File: src/rtl/instr_pkg.sv
// Shared instruction and response types for the NMCU host interface.
package instr_pkg;

  parameter int PSUM_WIDTH = 32;

  typedef enum logic [2:0] {
    OP_NOP    = 3'd0,
    OP_LOAD   = 3'd1,
    OP_STORE  = 3'd2,
    OP_MATMUL = 3'd3
  } opcode_t;

  typedef struct packed {
    opcode_t     opcode;
    logic [15:0] addr_a;
    logic [15:0] addr_b;
    logic [15:0] addr_c;
    logic [7:0]  dim_n;
    logic [7:0]  dim_m;
    logic [7:0]  dim_k;
    logic [31:0] data;
  } instruction_t;

  typedef struct packed {
    logic [PSUM_WIDTH-1:0] data;
    logic [1:0]            status;
  } nmcu_cpu_resp_t;

endpackage

File: src/rtl/nmcu_instr_dispatcher.sv
// Host-side instruction FIFO and single-outstanding issuer for the NMCU, returning tagged responses in order.
// Optional response watchdog in WAIT_RESP is enabled by defining NMCU_DISP_TIMEOUT_EN.
module nmcu_instr_dispatcher #(
  parameter int DEPTH          = 4,
  parameter int TAG_WIDTH      = 4,
  parameter int TIMEOUT_CYCLES = 10000
) (
  input  logic                           clk,
  input  logic                           rst,
  input  logic                           host_instr_valid_i,
  input  instr_pkg::instruction_t        host_instr_i,
  output logic                           host_instr_ready_o,
  output logic                           host_resp_valid_o,
  input  logic                           host_resp_ready_i,
  output instr_pkg::nmcu_cpu_resp_t      host_resp_o,
  output logic [TAG_WIDTH-1:0]           host_resp_tag_o,
  output logic                           nmcu_instr_valid_o,
  output instr_pkg::instruction_t        nmcu_instruction_o,
  input  logic                           nmcu_instr_ready_i,
  input  logic                           nmcu_resp_valid_i,
  output logic                           nmcu_resp_ready_o,
  input  instr_pkg::nmcu_cpu_resp_t      nmcu_response_i,
  output logic                           busy_o,
  output logic [$clog2(DEPTH+1)-1:0]     queue_count_o
);

  localparam int PW = $clog2(DEPTH);
  localparam int CW = $clog2(DEPTH+1);

  typedef enum logic [1:0] {
    S_IDLE      = 2'd0,
    S_ISSUE     = 2'd1,
    S_WAIT_RESP = 2'd2,
    S_RETURN    = 2'd3
  } state_t;

  typedef struct packed {
    instr_pkg::instruction_t instr;
    logic [TAG_WIDTH-1:0]    tag;
  } entry_t;

  entry_t                    r_mem [DEPTH];
  logic [PW-1:0]             r_wr_ptr;
  logic [PW-1:0]             r_rd_ptr;
  logic [CW-1:0]             r_count;
  logic [TAG_WIDTH-1:0]      r_tag_cnt;
  state_t                    r_state;
  state_t                    w_state_nxt;
  instr_pkg::instruction_t   r_issue_instr;
  logic [TAG_WIDTH-1:0]      r_issue_tag;
  instr_pkg::nmcu_cpu_resp_t r_resp;
  logic [TAG_WIDTH-1:0]      r_resp_tag;

  logic w_full;
  logic w_empty;
  logic w_push;
  logic w_pop;
  logic w_capture;
  logic w_to_fire;

  assign w_full  = (r_count == CW'(DEPTH));
  assign w_empty = (r_count == '0);
  // Ready looks only at full, so a pop in the same cycle never lets a push through.
  assign w_push  = host_instr_valid_i && !w_full;

`ifdef NMCU_DISP_TIMEOUT_EN
  localparam int TW = $clog2(TIMEOUT_CYCLES+1);
  logic [TW-1:0] r_to_cnt;
  logic          w_to_hit;

  always_ff @(posedge clk or posedge rst) begin
    if (rst)                        r_to_cnt <= '0;
    else if (r_state != S_WAIT_RESP) r_to_cnt <= '0;
    else                            r_to_cnt <= r_to_cnt + TW'(1);
  end

  assign w_to_hit = (r_state == S_WAIT_RESP) && (r_to_cnt == TW'(TIMEOUT_CYCLES-1));
`else
  logic w_to_hit;
  logic w_unused_timeout;
  assign w_to_hit         = 1'b0;
  assign w_unused_timeout = (TIMEOUT_CYCLES > 0);
`endif

  always_comb begin
    w_state_nxt = r_state;
    w_pop       = 1'b0;
    w_capture   = 1'b0;
    w_to_fire   = 1'b0;
    case (r_state)
      S_IDLE: begin
        if (!w_empty) begin
          w_pop       = 1'b1;
          w_state_nxt = S_ISSUE;
        end
      end
      S_ISSUE: begin
        if (nmcu_instr_ready_i) w_state_nxt = S_WAIT_RESP;
      end
      S_WAIT_RESP: begin
        if (nmcu_resp_valid_i) begin
          w_capture   = 1'b1;
          w_state_nxt = S_RETURN;
        end else if (w_to_hit) begin
          w_to_fire   = 1'b1;
          w_state_nxt = S_RETURN;
        end
      end
      S_RETURN: begin
        if (host_resp_ready_i) begin
          if (!w_empty) begin
            w_pop       = 1'b1;
            w_state_nxt = S_ISSUE;
          end else begin
            w_state_nxt = S_IDLE;
          end
        end
      end
      default: w_state_nxt = S_IDLE;
    endcase
  end

  always_ff @(posedge clk or posedge rst) begin
    if (rst) r_state <= S_IDLE;
    else     r_state <= w_state_nxt;
  end

  always_ff @(posedge clk) begin
    if (w_push) r_mem[r_wr_ptr] <= '{instr: host_instr_i, tag: r_tag_cnt};
  end

  always_ff @(posedge clk or posedge rst) begin
    if (rst) begin
      r_wr_ptr  <= '0;
      r_rd_ptr  <= '0;
      r_count   <= '0;
      r_tag_cnt <= '0;
    end else begin
      if (w_push) begin
        r_wr_ptr  <= r_wr_ptr + PW'(1);
        r_tag_cnt <= r_tag_cnt + TAG_WIDTH'(1);
      end
      if (w_pop) r_rd_ptr <= r_rd_ptr + PW'(1);
      case ({w_push, w_pop})
        2'b10:   r_count <= r_count + CW'(1);
        2'b01:   r_count <= r_count - CW'(1);
        default: r_count <= r_count;
      endcase
    end
  end

  always_ff @(posedge clk or posedge rst) begin
    if (rst) begin
      r_issue_instr <= '0;
      r_issue_tag   <= '0;
      r_resp        <= '0;
      r_resp_tag    <= '0;
    end else begin
      if (w_pop) begin
        r_issue_instr <= r_mem[r_rd_ptr].instr;
        r_issue_tag   <= r_mem[r_rd_ptr].tag;
      end
      if (w_capture) begin
        r_resp     <= nmcu_response_i;
        r_resp_tag <= r_issue_tag;
      end else if (w_to_fire) begin
        r_resp     <= '{data: '0, status: 2'b11};
        r_resp_tag <= r_issue_tag;
      end
    end
  end

  // Responses are always accepted; outside WAIT_RESP they are dropped so a stuck NMCU cannot stall us.
  assign nmcu_resp_ready_o  = 1'b1;
  assign host_instr_ready_o = !w_full;
  assign host_resp_valid_o  = (r_state == S_RETURN);
  assign host_resp_o        = r_resp;
  assign host_resp_tag_o    = r_resp_tag;
  assign nmcu_instr_valid_o = (r_state == S_ISSUE);
  assign nmcu_instruction_o = r_issue_instr;
  assign busy_o             = (r_state != S_IDLE) || !w_empty;
  assign queue_count_o      = r_count;

endmodule

File: config.mk
export PLATFORM = sky130hd
export DESIGN_NAME = nmcu_instr_dispatcher
export DESIGN_NICKNAME = d
export VERILOG_FILES = /design/src/rtl/instr_pkg.sv /design/src/rtl/nmcu_instr_dispatcher.sv
export SDC_FILE = /design/constraint.sdc
export NUM_CORES = 1
export LEC_CHECK = 0
export CORE_MARGIN = 2
export CORE_UTILIZATION = 49
export DETAILED_ROUTE_END_ITERATION = 8
export PLACE_DENSITY = 0.75
export SLEW_MARGIN = 20
export SYNTH_ARGS = -nofsm -noshare
export SYNTH_HDL_FRONTEND = slang
export SYNTH_SLANG_ARGS = --single-unit
File: constraint.sdc
create_clock -name clk -period 5.3 [get_ports clk]
set_clock_uncertainty 0.1 [all_clocks]
set_input_delay 0.795 -clock clk [delete_from_list [all_inputs] [get_ports clk]]
set_output_delay 0.795 -clock clk [all_outputs]
set_load 0.01 [all_outputs]
# Word-level counts from Yosys, hierarchy flattened
# Memories as Yosys holds them, arrays and structs flattened. A register that Yosys moved wholly into a read port is not among the register bits.
# Cells that the tools add are included.
dict set report word_totals {
  reg_bits 51
  ramBits 444
  in_bits 147
  out_inout_bits 153
  word_cells 49
  mem_count 1
}
# name depth word_bits read_ports rd_clocked_by_memory_dff write_ports line_no
set mem_list {}
lappend mem_list {r_mem 4 111 1 1 1 nmcu_instr_dispatcher.sv:42} ;# entry_t r_mem [DEPTH];
dict set report op_classes {
  addsub 5
  eq_ne 10
  mux 16
  reduce_logical 9
}
# cell n
set op_table {}
lappend op_table {{$mux 34} 1}
lappend op_table {{$mux 2} 4}
lappend op_table {{$pmux 2 s4} 1}
lappend op_table {{$mux 1} 7}
lappend op_table {{$eq 2x2->1 const B} 3}
lappend op_table {{$pmux 3 s2} 1}
lappend op_table {{$add 2x1->2 const B} 2}
lappend op_table {{$add 4x1->4 const B} 1}
lappend op_table {{$eq 2x1->1 const B} 2}
lappend op_table {{$mux 4} 1}
lappend op_table {{$ne 2x1->1 const B} 2}
lappend op_table {{$ne 2x2->1 const B} 2}
lappend op_table {{$reduce_and 4->1} 1}
lappend op_table {{$reduce_bool 2->1} 2}
lappend op_table {{$add 3x1->3 const B} 1}
lappend op_table {{$eq 3x3->1 const B} 1}
lappend op_table {{$logic_not 3->1} 1}
lappend op_table {{$sub 3x1->3 const B} 1}
lappend op_table {{$logic_not 1->1} 2}
lappend op_table {{$logic_not 2->1} 1}
lappend op_table {{$pmux 1 s2} 1}
lappend op_table {{$logic_and 1x1->1} 1}
lappend op_table {{$logic_or 1x1->1} 1}

# Logic depth before layout (Yosys ltp)
# Gate-level depths: netlist of the first run.
dict set report depth {
  ltp_word 6
  mapped_depth 12
}

# Least setup slack after synthesis of the first run
# OpenSTA, ideal clock, no wires.
dict set report synth_path {
  path_kind {input -> register}
  from {input host_instr_valid_i}
  to {memory r_mem[0][0] in the netlist's numbering (enable)}
  setup_ps 483
  t_arrival_ps 3900
  required_ps 4717
  setup_slack_ps 817
  cell_stages 3
  path_buffers 1
  path_cell_list {a21boi_0 buf_2 and2_1}
}
dict set report synth_between {
  elab_chain_len 3
}
# element line_no
set synth_lines {}
lappend synth_lines {{start, declared} nmcu_instr_dispatcher.sv:10} ;# input logic host_instr_valid_i,
lappend synth_lines {{$logic_and 1x1->1} nmcu_instr_dispatcher.sv:64} ;# assign w_push = host_instr_valid_i && !w_full;
lappend synth_lines {{$mux 1} nmcu_instr_dispatcher.sv:129} ;# if (w_push) r_mem[r_wr_ptr] <= '{instr: host_instr_i, tag: r_tag_cnt};
lappend synth_lines {{$mux 1 (not written as such)} nmcu_instr_dispatcher.sv:129}
lappend synth_lines {{end, declared} nmcu_instr_dispatcher.sv:42}
# Every way passes these cells.

# Worst setup path after layout of the first run
dict set report layout_path {
  from {register r_state[0]}
  to {output busy_o}
}
dict set report layout_between {
  elab_chain_len 2
}
# element line_no
set layout_lines {}
lappend layout_lines {{start, declared} nmcu_instr_dispatcher.sv:47} ;# state_t r_state;
lappend layout_lines {{start signal, assigned} nmcu_instr_dispatcher.sv:125} ;# else r_state <= w_state_nxt;
lappend layout_lines {{$reduce_bool 2->1} nmcu_instr_dispatcher.sv:181} ;# assign busy_o = (r_state != S_IDLE) || !w_empty;
lappend layout_lines {{$logic_or 1x1->1} nmcu_instr_dispatcher.sv:181}
lappend layout_lines {{end, declared} nmcu_instr_dispatcher.sv:23} ;# output logic busy_o,
# Every way passes these cells.

==> results of run 1 <==
[worst max-delay path, delay by kind of cell, from the launching register on]
family	cells	cell delay, ns
adders and majority gates	1	0.18
and+or+nand+nor	1	0.40
buffers and inverters	3	0.71
DFF	1	0.42
[layout make-up]
type,count,area [sq um]
diodes,2,5.00
inverters,11,48.8
well taps,600,751
multi-input cells,311,4630
clock inverters,26,279
flip-flops and latches,606,17400
fillers,3125,17300
clock buffers,82,1580
repair buffers,311,3170
[final timing paths]
path / startpoint / end / cells after the start
max: r_state[0] / busy_o / 5
min: host_resp_o[9] / host_resp_o[9] / 1
max reg2reg: queue_count_o[0] / r_mem[1][81] / 5
min reg2reg: host_resp_o[9] / host_resp_o[9] / 1
max in group asynchronous: rst / r_rd_ptr[0] / 3
min in group asynchronous: rst / nmcu_instruction_o[104] / 2
[sequential cells by signal, summed over array words and instances (netlist names)]
register,flops
host_resp_tag_o,4
r_state,2
queue_count_o,3
r_mem,444
host_resp_o,34
r_rd_ptr,2
nmcu_instruction_o,107
r_wr_ptr,2
r_tag_cnt,4
r_issue_tag,4
[placed cells by master, fill, tap and decap left out, types with 8 or more instances in the layout]
master and count:
clkbuf_1 21, clkbuf_16 59, clkdlybuf4s50_1 298, clkinv_1 8
clkinv_2 9, dfrtp_1 160, edfxtp_1 444, ha_1 11
inv_1 10, mux2_2 147, mux4_2 111
[cells by family after synthesis]
group                      Yosys count  synth area share (%)
buffers and inverters               54                  1.52
and+or+nand+nor                     20                 0.510
adders and majority gates           12                 0.706
other                                1                0.0168
DFF                                606                  77.8
AOI/OAI and AO/OA                    7                 0.213
muxes                              262                  18.8
xor gates and xnor gates             9                 0.353
[power by group through the flow]
stage          logic (mW)  registers, mW  clock network (mW)
2_1_floorplan        3.06           7.39                   0
3_3_place_gp         5.15           7.33                   0
3_5_place_dp         5.23           7.40                   0
4_1_cts              5.27           7.32                4.14
5_1_grt              5.51           7.45                4.31
6_report             5.13           7.30                4.04
[routing by layer]
layer	part of all wire [%]	wire length (microns)	GRT usage [%]
met1	42	18300	25.6
met2	49	21300	29.9
met3	5.7	2460	3.79
met4	2.6	1110	6.19
met5	0.058	25	0
==> results_tabular.tex, run 1 <==
\begin{tabular}{lr}
\hline
Metric & Value \\
\hline
\multicolumn{2}{l}{\textbf{Run status}} \\
\quad Run status & finished clean \\
\multicolumn{2}{l}{\textbf{Worst setup path}} \\
\quad Cell type with the highest occurrence count on the critical path & inv\_1 \\
\quad Worst setup slack for register-to-register paths & 2.66 ns \\
\quad Top fanout value on the critical path & 4 \\
\quad Crit-path cells & inv\_1, ha\_1, nor4b\_1, inv\_1, clkdlybuf4s50\_1 \\
\quad Maximum cell stage delay along the critical path & 0.50 ns \\
\quad Critical-path cell with the highest stage delay & clkdlybuf4s50\_1 \\
\quad Class of the most critical setup path & reg -> out \\
\quad Endpoint arrival time on the critical path & 2.29 ns \\
\quad Capturing element type of the critical path & output pin \\
\quad Type of origin of the critical path & flip-flop \\
\quad CP required & 4.41 ns \\
\multicolumn{2}{l}{\textbf{Clocking}} \\
\quad Number of hold-repair buffers added at the cts stage & 0 \\
\quad Sink count of the clock tree & 606 \\
\quad Count of buffers added by post-CTS timing repair for setup & 0 \\
\quad Insertion delay to the later sink of the worst-skew pair & 0.60 ns \\
\quad Num CTS Buffers & 59 \\
\quad Post-cts resize count & 0 \\
\quad Htree depth & 2 \\
\quad Buffers from clock root to sink, at most & 3 \\
\quad TritonCTS clock tree & built \\
\quad Library cell used as clock root buffer & clkbuf\_16 \\
\quad Clock transition at the registers of the reported paths & 0.06 ns \\
\multicolumn{2}{l}{\textbf{Drt}} \\
\quad Post-DR vias/cell & 5.34 \\
\quad Via count & 10400 \\
\quad Number of DRC markers after the initial detailed-route iteration & 664 \\
\quad \# DRC & 0 \\
\quad Number of nets with antenna violations after routing & 0 \\
\quad Average routed wire per standard cell & 22.2 microns \\
\quad Detailed-routing iteration count for the pre-antenna-repair pass & 5 \\
\quad WL final & 43300 microns \\
\multicolumn{2}{l}{\textbf{Timing}} \\
\quad Final Cycle Share & 60.2\% \\
\quad Transition time of the tightest slew-check pin & 0.860 ns \\
\quad Final total negative setup slack & 0 ns \\
\quad Least setup slack across all paths after layout & 2.11 ns \\
\quad Number of pins exceeding their max-slew limit in the final report & 0 \\
\quad Min Clock Period, post-route & 3.19 ns \\
\quad Tightest slew margin relative to the limit & 42.7\% \\
\quad Final-report setup violation count & 0 \\
\quad Worst hold slack & 0.402 ns \\
\quad Unrepaired setup endpoints after global routing & false \\
\quad Final Hold Fails & 0 \\
\quad Max Clock Freq & 0.314 GHz \\
\multicolumn{2}{l}{\textbf{Final layout}} \\
\quad Final nets & 1459 \\
\quad Number of non-filler instances in the completed layout & 1949 \\
\quad Post-route design area & 27900 sq um \\
\quad Area growth from synthesis to final layout & 24.7\% \\
\quad Final design utilization & 61.6\% \\
\quad Layout cell share with drive strength beyond 1 & 26.9\% \\
\multicolumn{2}{l}{\textbf{Place}} \\
\quad Half-perimeter wire length of the detailed placement result & 25000 microns \\
\quad Worst slack at placement & 1.86 ns \\
\quad Post-placement cell area & 26000 sq um \\
\quad Quantity of I/O buffers inserted on ports & 298 \\
\quad Number of placed instances, taps included & 1839 \\
\quad Routability congestion estimate & 0.704 \\
\multicolumn{2}{l}{\textbf{Synth}} \\
\quad Largest cells by area after synthesis & edfxtp\_1, dfrtp\_1, mux4\_2 \\
\quad Fraction of the yosys area taken by sequential cells & 77.8\% \\
\quad Synth warnings & 0 \\
\quad Proportion of netlist area held by the largest area contributor & 59.7\% \\
\quad EDFF count, synth & 444 \\
\quad Distinct cell type count of the synthesized netlist & 31 \\
\quad Post-synthesis instance total & 971 \\
\quad Number of synthesized register bits & 606 \\
\quad Mapped Area & 22300 sq um \\
\quad Top cells by count, synth & edfxtp\_1, dfrtp\_1, mux2\_2, mux4\_2, buf\_6 \\
\quad Async set-reset flop share out of synthesis & 26.7\% \\
\quad Average cell area after synthesis & 23.0 sq um \\
\quad Most common cell in the synthesized netlist & edfxtp\_1 \\
\quad Most used DFF post-synth & edfxtp\_1 \\
\quad Yosys top cell by area & edfxtp\_1 \\
\quad Net count of the mapped netlist & 1130 \\
\multicolumn{2}{l}{\textbf{Floorplan}} \\
\quad Number of placed I/O pins & 300 \\
\quad Floorplan die width & 218 microns \\
\quad Initial Utilization & 49.4\% \\
\quad Height of the chip & 218 microns \\
\quad Area enclosed by the die boundary & 47300 sq um \\
\quad Row cnt & 78 \\
\quad Core Footprint & 45200 sq um \\
\multicolumn{2}{l}{\textbf{Pwr}} \\
\quad Switching part of the total power & 27.8\% \\
\quad Post-layout power & 16.5 mW \\
\quad Part of the total power dissipated in the clock network & 24.5\% \\
\quad Max VDD drop & 0.000425 V \\
\quad Relative contribution of combinational cells to total power & 31.2\% \\
\quad Static leakage & 9.67 nW \\
\quad Internal power of the cells & 11.9 mW \\
\quad Switching power & 4.58 mW \\
\quad PD cells & 591 nW/um\^{}2 \\
\quad Power share of the sequential group & 44.3\% \\
\multicolumn{2}{l}{\textbf{Global routing}} \\
\quad Wire length of the first global-routing pass & 65700 microns \\
\quad Pin count of the biggest net entering global routing & 114 \\
\quad Vias in the first global route & 11000 \\
\quad Total GRT Usage & 18.6\% \\
\quad Number of antenna violations at the first check in global routing & 4 \\
\quad Total congestion overflow & 0 \\
\multicolumn{2}{l}{\textbf{Worst hold path}} \\
\quad Worst min path class & reg -> reg \\
\multicolumn{2}{l}{\textbf{Job}} \\
\quad Number of maximum-capacitance constraint violations & 0 \\
\hline
\end{tabular}
No activity file was read; power rests on OpenSTA's default activity.
==> inputs of run 2 (changes only) <==
- CORE_UTILIZATION: 49 -> 50
- PLACE_DENSITY: 0.75 -> 0.74
- clock period: 5.3 -> 3.25 ns (I/O delays scaled with it)
==> run 2 against run 1 <==
  * Core utilization up 2.6 points
  * Routed wire length increased by 3.6%
  * Worst hold slack lost 0.31 ns
  * First-iteration DRC count decreased by 5.3%
  * Highest routed layer unchanged
==> results_tabular.tex, run 2 (synthesis gave the netlist of run 1 again) <==
\begin{tabular}{lr}
\hline
Metric & Value \\
\hline
\multicolumn{2}{l}{\textbf{Run status}} \\
\quad Run status & finished clean (unchanged) \\
\multicolumn{2}{l}{\textbf{Clocking}} \\
\quad Number of hold-repair buffers added at the cts stage & 0 (unchanged) \\
\quad Htree depth & 2 (unchanged) \\
\quad Count of buffers added by post-CTS timing repair for setup & 0 (unchanged) \\
\quad Num CTS Buffers & 59 (unchanged) \\
\quad Clock transition at the registers of the reported paths & 0.06 ns (about the same) \\
\quad Buffers from clock root to sink, at most & 3 (unchanged) \\
\quad TritonCTS clock tree & built (unchanged) \\
\quad Library cell used as clock root buffer & clkbuf\_16 (unchanged) \\
\quad Insertion delay to the later sink of the worst-skew pair & 0.61 ns (was 0.60 ns) \\
\quad Post-cts resize count & 0 (unchanged) \\
\quad Sink count of the clock tree & 606 (unchanged) \\
\multicolumn{2}{l}{\textbf{Final layout}} \\
\quad Layout cell share with drive strength beyond 1 & 28.9\% (was 26.9\%) \\
\quad Leading cell types in the layout, fill and taps excluded & edfxtp\_1, clkdlybuf4s50\_1, dfrtp\_1 (unchanged) \\
\quad Final nets & 1489 (was 1459) \\
\quad Most common library cell in the layout ignoring fill and taps & edfxtp\_1 (unchanged) \\
\quad Largest register FFs & 444 (unchanged) \\
\quad Register with the most flip-flops & r\_mem (unchanged) \\
\quad Seq. cell area & 17400 sq um (unchanged) \\
\quad Fill cell count & 3045 (was 3125) \\
\quad Area growth from synthesis to final layout & 27.0\% (was 24.7\%) \\
\quad Total area of multi-input combinational cells & 4630 sq um (unchanged) \\
\quad Final design utilization & 64.3\% (was 61.6\%) \\
\multicolumn{2}{l}{\textbf{Floorplan}} \\
\quad Initial Utilization & 50.6\% (was 49.4\%) \\
\quad Area enclosed by the die boundary & 46400 sq um (was 47300 sq um) \\
\quad Number of placed I/O pins & 300 (unchanged) \\
\quad Core Footprint & 44100 sq um (was 45200 sq um) \\
\quad Floorplan die width & 215 microns (was 218 microns) \\
\quad Height of the chip & 215 microns (was 218 microns) \\
\quad Row cnt & 77 (was 78) \\
\multicolumn{2}{l}{\textbf{Pwr}} \\
\quad PD cells & 971 nW/um\^{}2 (was 591 nW/um\^{}2) \\
\quad Static leakage & 9.93 nW (was 9.67 nW) \\
\quad Internal power of the cells & 19.9 mW (was 11.9 mW) \\
\quad Max VDD drop & 0.000885 V (was 0.000425 V) \\
\quad Switching part of the total power & 27.8\% (about the same) \\
\quad Relative contribution of combinational cells to total power & 32.5\% (was 31.2\%) \\
\quad Part of the total power dissipated in the clock network & 25.0\% (was 24.5\%) \\
\quad Power share of the sequential group & 42.5\% (was 44.3\%) \\
\quad Switching power & 7.65 mW (was 4.58 mW) \\
\multicolumn{2}{l}{\textbf{Worst setup path}} \\
\quad Class of the most critical setup path & reg -> out (unchanged) \\
\quad Endpoint arrival time on the critical path & 2.35 ns (was 2.29 ns) \\
\quad Type of origin of the critical path & flip-flop (unchanged) \\
\quad Source of the critical timing path & r\_state[0] (unchanged) \\
\quad CP required & 2.66 ns (was 4.41 ns) \\
\quad Worst flop-to-flop path startpoint & r\_state[0] (was queue\_count\_o[0]) \\
\quad Top fanout value on the critical path & 4 (unchanged) \\
\quad Capturing element type of the critical path & output pin (unchanged) \\
\multicolumn{2}{l}{\textbf{Job}} \\
\quad Number of maximum-capacitance constraint violations & 0 (unchanged) \\
\multicolumn{2}{l}{\textbf{Place}} \\
\quad Quantity of I/O buffers inserted on ports & 298 (unchanged) \\
\quad Routability congestion estimate & 0.713 (was 0.704) \\
\quad Half-perimeter wire length of the detailed placement result & 27000 microns (was 25000 microns) \\
\multicolumn{2}{l}{\textbf{Drt}} \\
\quad Average routed wire per standard cell & 22.7 microns (was 22.2 microns) \\
\quad Post-DR vias/cell & 5.34 (about the same) \\
\quad Number of DRC markers after the initial detailed-route iteration & 629 (was 664) \\
\quad \# DRC & 0 (unchanged) \\
\quad Detailed-routing iteration count for the pre-antenna-repair pass & 4 (was 5) \\
\quad WL final & 44800 microns (was 43300 microns) \\
\quad Via count & 10500 (was 10400) \\
\quad Number of nets with antenna violations after routing & 0 (unchanged) \\
\multicolumn{2}{l}{\textbf{Global routing}} \\
\quad Wire length of the first global-routing pass & 68700 microns (was 65700 microns) \\
\quad Pin count of the biggest net entering global routing & 114 (unchanged) \\
\quad Total congestion overflow & 0 (unchanged) \\
\quad Number of antenna violations at the first check in global routing & 5 (was 4) \\
\quad Vias in the first global route & 11300 (was 11000) \\
\quad Total GRT Usage & 19.7\% (was 18.6\%) \\
\multicolumn{2}{l}{\textbf{Timing}} \\
\quad Final Hold Fails & 0 (unchanged) \\
\quad Min Clock Period, post-route & 2.93 ns \\
\quad Tightest slew margin relative to the limit & 49.7\% (was 42.7\%) \\
\quad Final-report setup violation count & 0 (unchanged) \\
\quad Final total negative setup slack & 0 ns (unchanged) \\
\quad Number of pins exceeding their max-slew limit in the final report & 0 (unchanged) \\
\quad Unrepaired setup endpoints after global routing & false (unchanged) \\
\quad Final Cycle Share & 90.3\% \\
\quad Transition time of the tightest slew-check pin & 0.754 ns (was 0.860 ns) \\
\quad Max Clock Freq & 0.341 GHz \\
\multicolumn{2}{l}{\textbf{Worst hold path}} \\
\quad Worst min path class & in -> async (was reg -> reg) \\
\hline
\end{tabular}
==> run 2: cell types whose count changed in the layout (fill, tap and decap cells not counted) <==
cell | before | now
bufinv_16 | 6 | 7
buf_4 | 6 | 22
clkinvlp_4 | 2 | 3
clkinv_2 | 9 | 7
clkbuf_16 | 59 | 60
clkinv_8 | 0 | 1
buf_12 | 7 | 21
clkbuf_1 | 21 | 18
clkbuf_8 | 2 | 7
clkinv_4 | 0 | 1
inv_8 | 1 | 0
clkinv_1 | 8 | 7
==> run 2: stage by stage <==
stage / hold slack (ns) / cell area, sq um / instances / setup WS, ns / power (mW)
finish: 0.0939 / 28400 / 1974 / 0.316 / 27.6
global route: 0.0764 / 28400 / 1973 / 0.0981 / 28.9
CTS: 0.0481 / 28400 / 1972 / 0.270 / 27.9
detailed placement: 0.393 / 26400 / 1861 / 0.647 / 20.9
global placement: 0.386 / 26400 / 1861 / 0.632 / 20.7
floorplan: 0.377 / 22300 / 971 / 0.260 / 17.0
==> run 2: final cells by class <==
type | count | share of cell area (%)
multi-input cells | 311 | 16.3
well taps | 592 | 2.61
diodes | 2 | 0.0176
clock inverters | 26 | 1.13
repair buffers | 341 | 12.6
clock buffers | 85 | 5.87
inverters | 11 | 0.159
flip-flops and latches | 606 | 61.3
==> run 2: path summary, 6_finish.rpt <==
path / endpoint / slack, ns / cells past startpoint
max: busy_o / 0.32 / 5
max reg2reg: nmcu_instruction_o[21] / 0.84 / 5
max in group asynchronous: r_rd_ptr[0] / 2.20 / 3
min reg2reg: host_resp_tag_o[1] / 0.40 / 1
min in group clk: host_resp_o[23] / 0.39 / 2
min: nmcu_instruction_o[4] / 0.09 / 2
==> run 2: power groups by stage <==
stage	clock network (mW)	logic, mW	registers (mW)
after CTS	7.06	9.14	11.7
after global routing	7.35	9.56	11.9
after detailed placement	0	9.09	11.9
final	6.89	8.96	11.7
after global placement	0	8.92	11.7
after floorplan	0	5.00	12.0
==> run 2: critical path: stages, from the launching register on <==
cell             delay [ns]
dfrtp_1                0.41
inv_1                  0.14
ha_1                   0.18
nor4b_1                0.43
inv_1                  0.08
clkdlybuf4s50_1        0.50
==> run 2: per-layer routing <==
layer | share of wire [%] | global-route usage, % | vias to the layer above
met4 | 1.9 | 5.52 | 8
met2 | 50 | 33.0 | 273
li1 | - | - | 4629
met1 | 41 | 26.1 | 5555
met3 | 6.4 | 4.80 | 67
met5 | 0.12 | 0 | -
==> inputs of run 3 (changes only) <==
- CAP_MARGIN: unset -> 0
==> results of run 3 <==
Same layout as run 2: the final DEF is identical, and so are final timing and power.
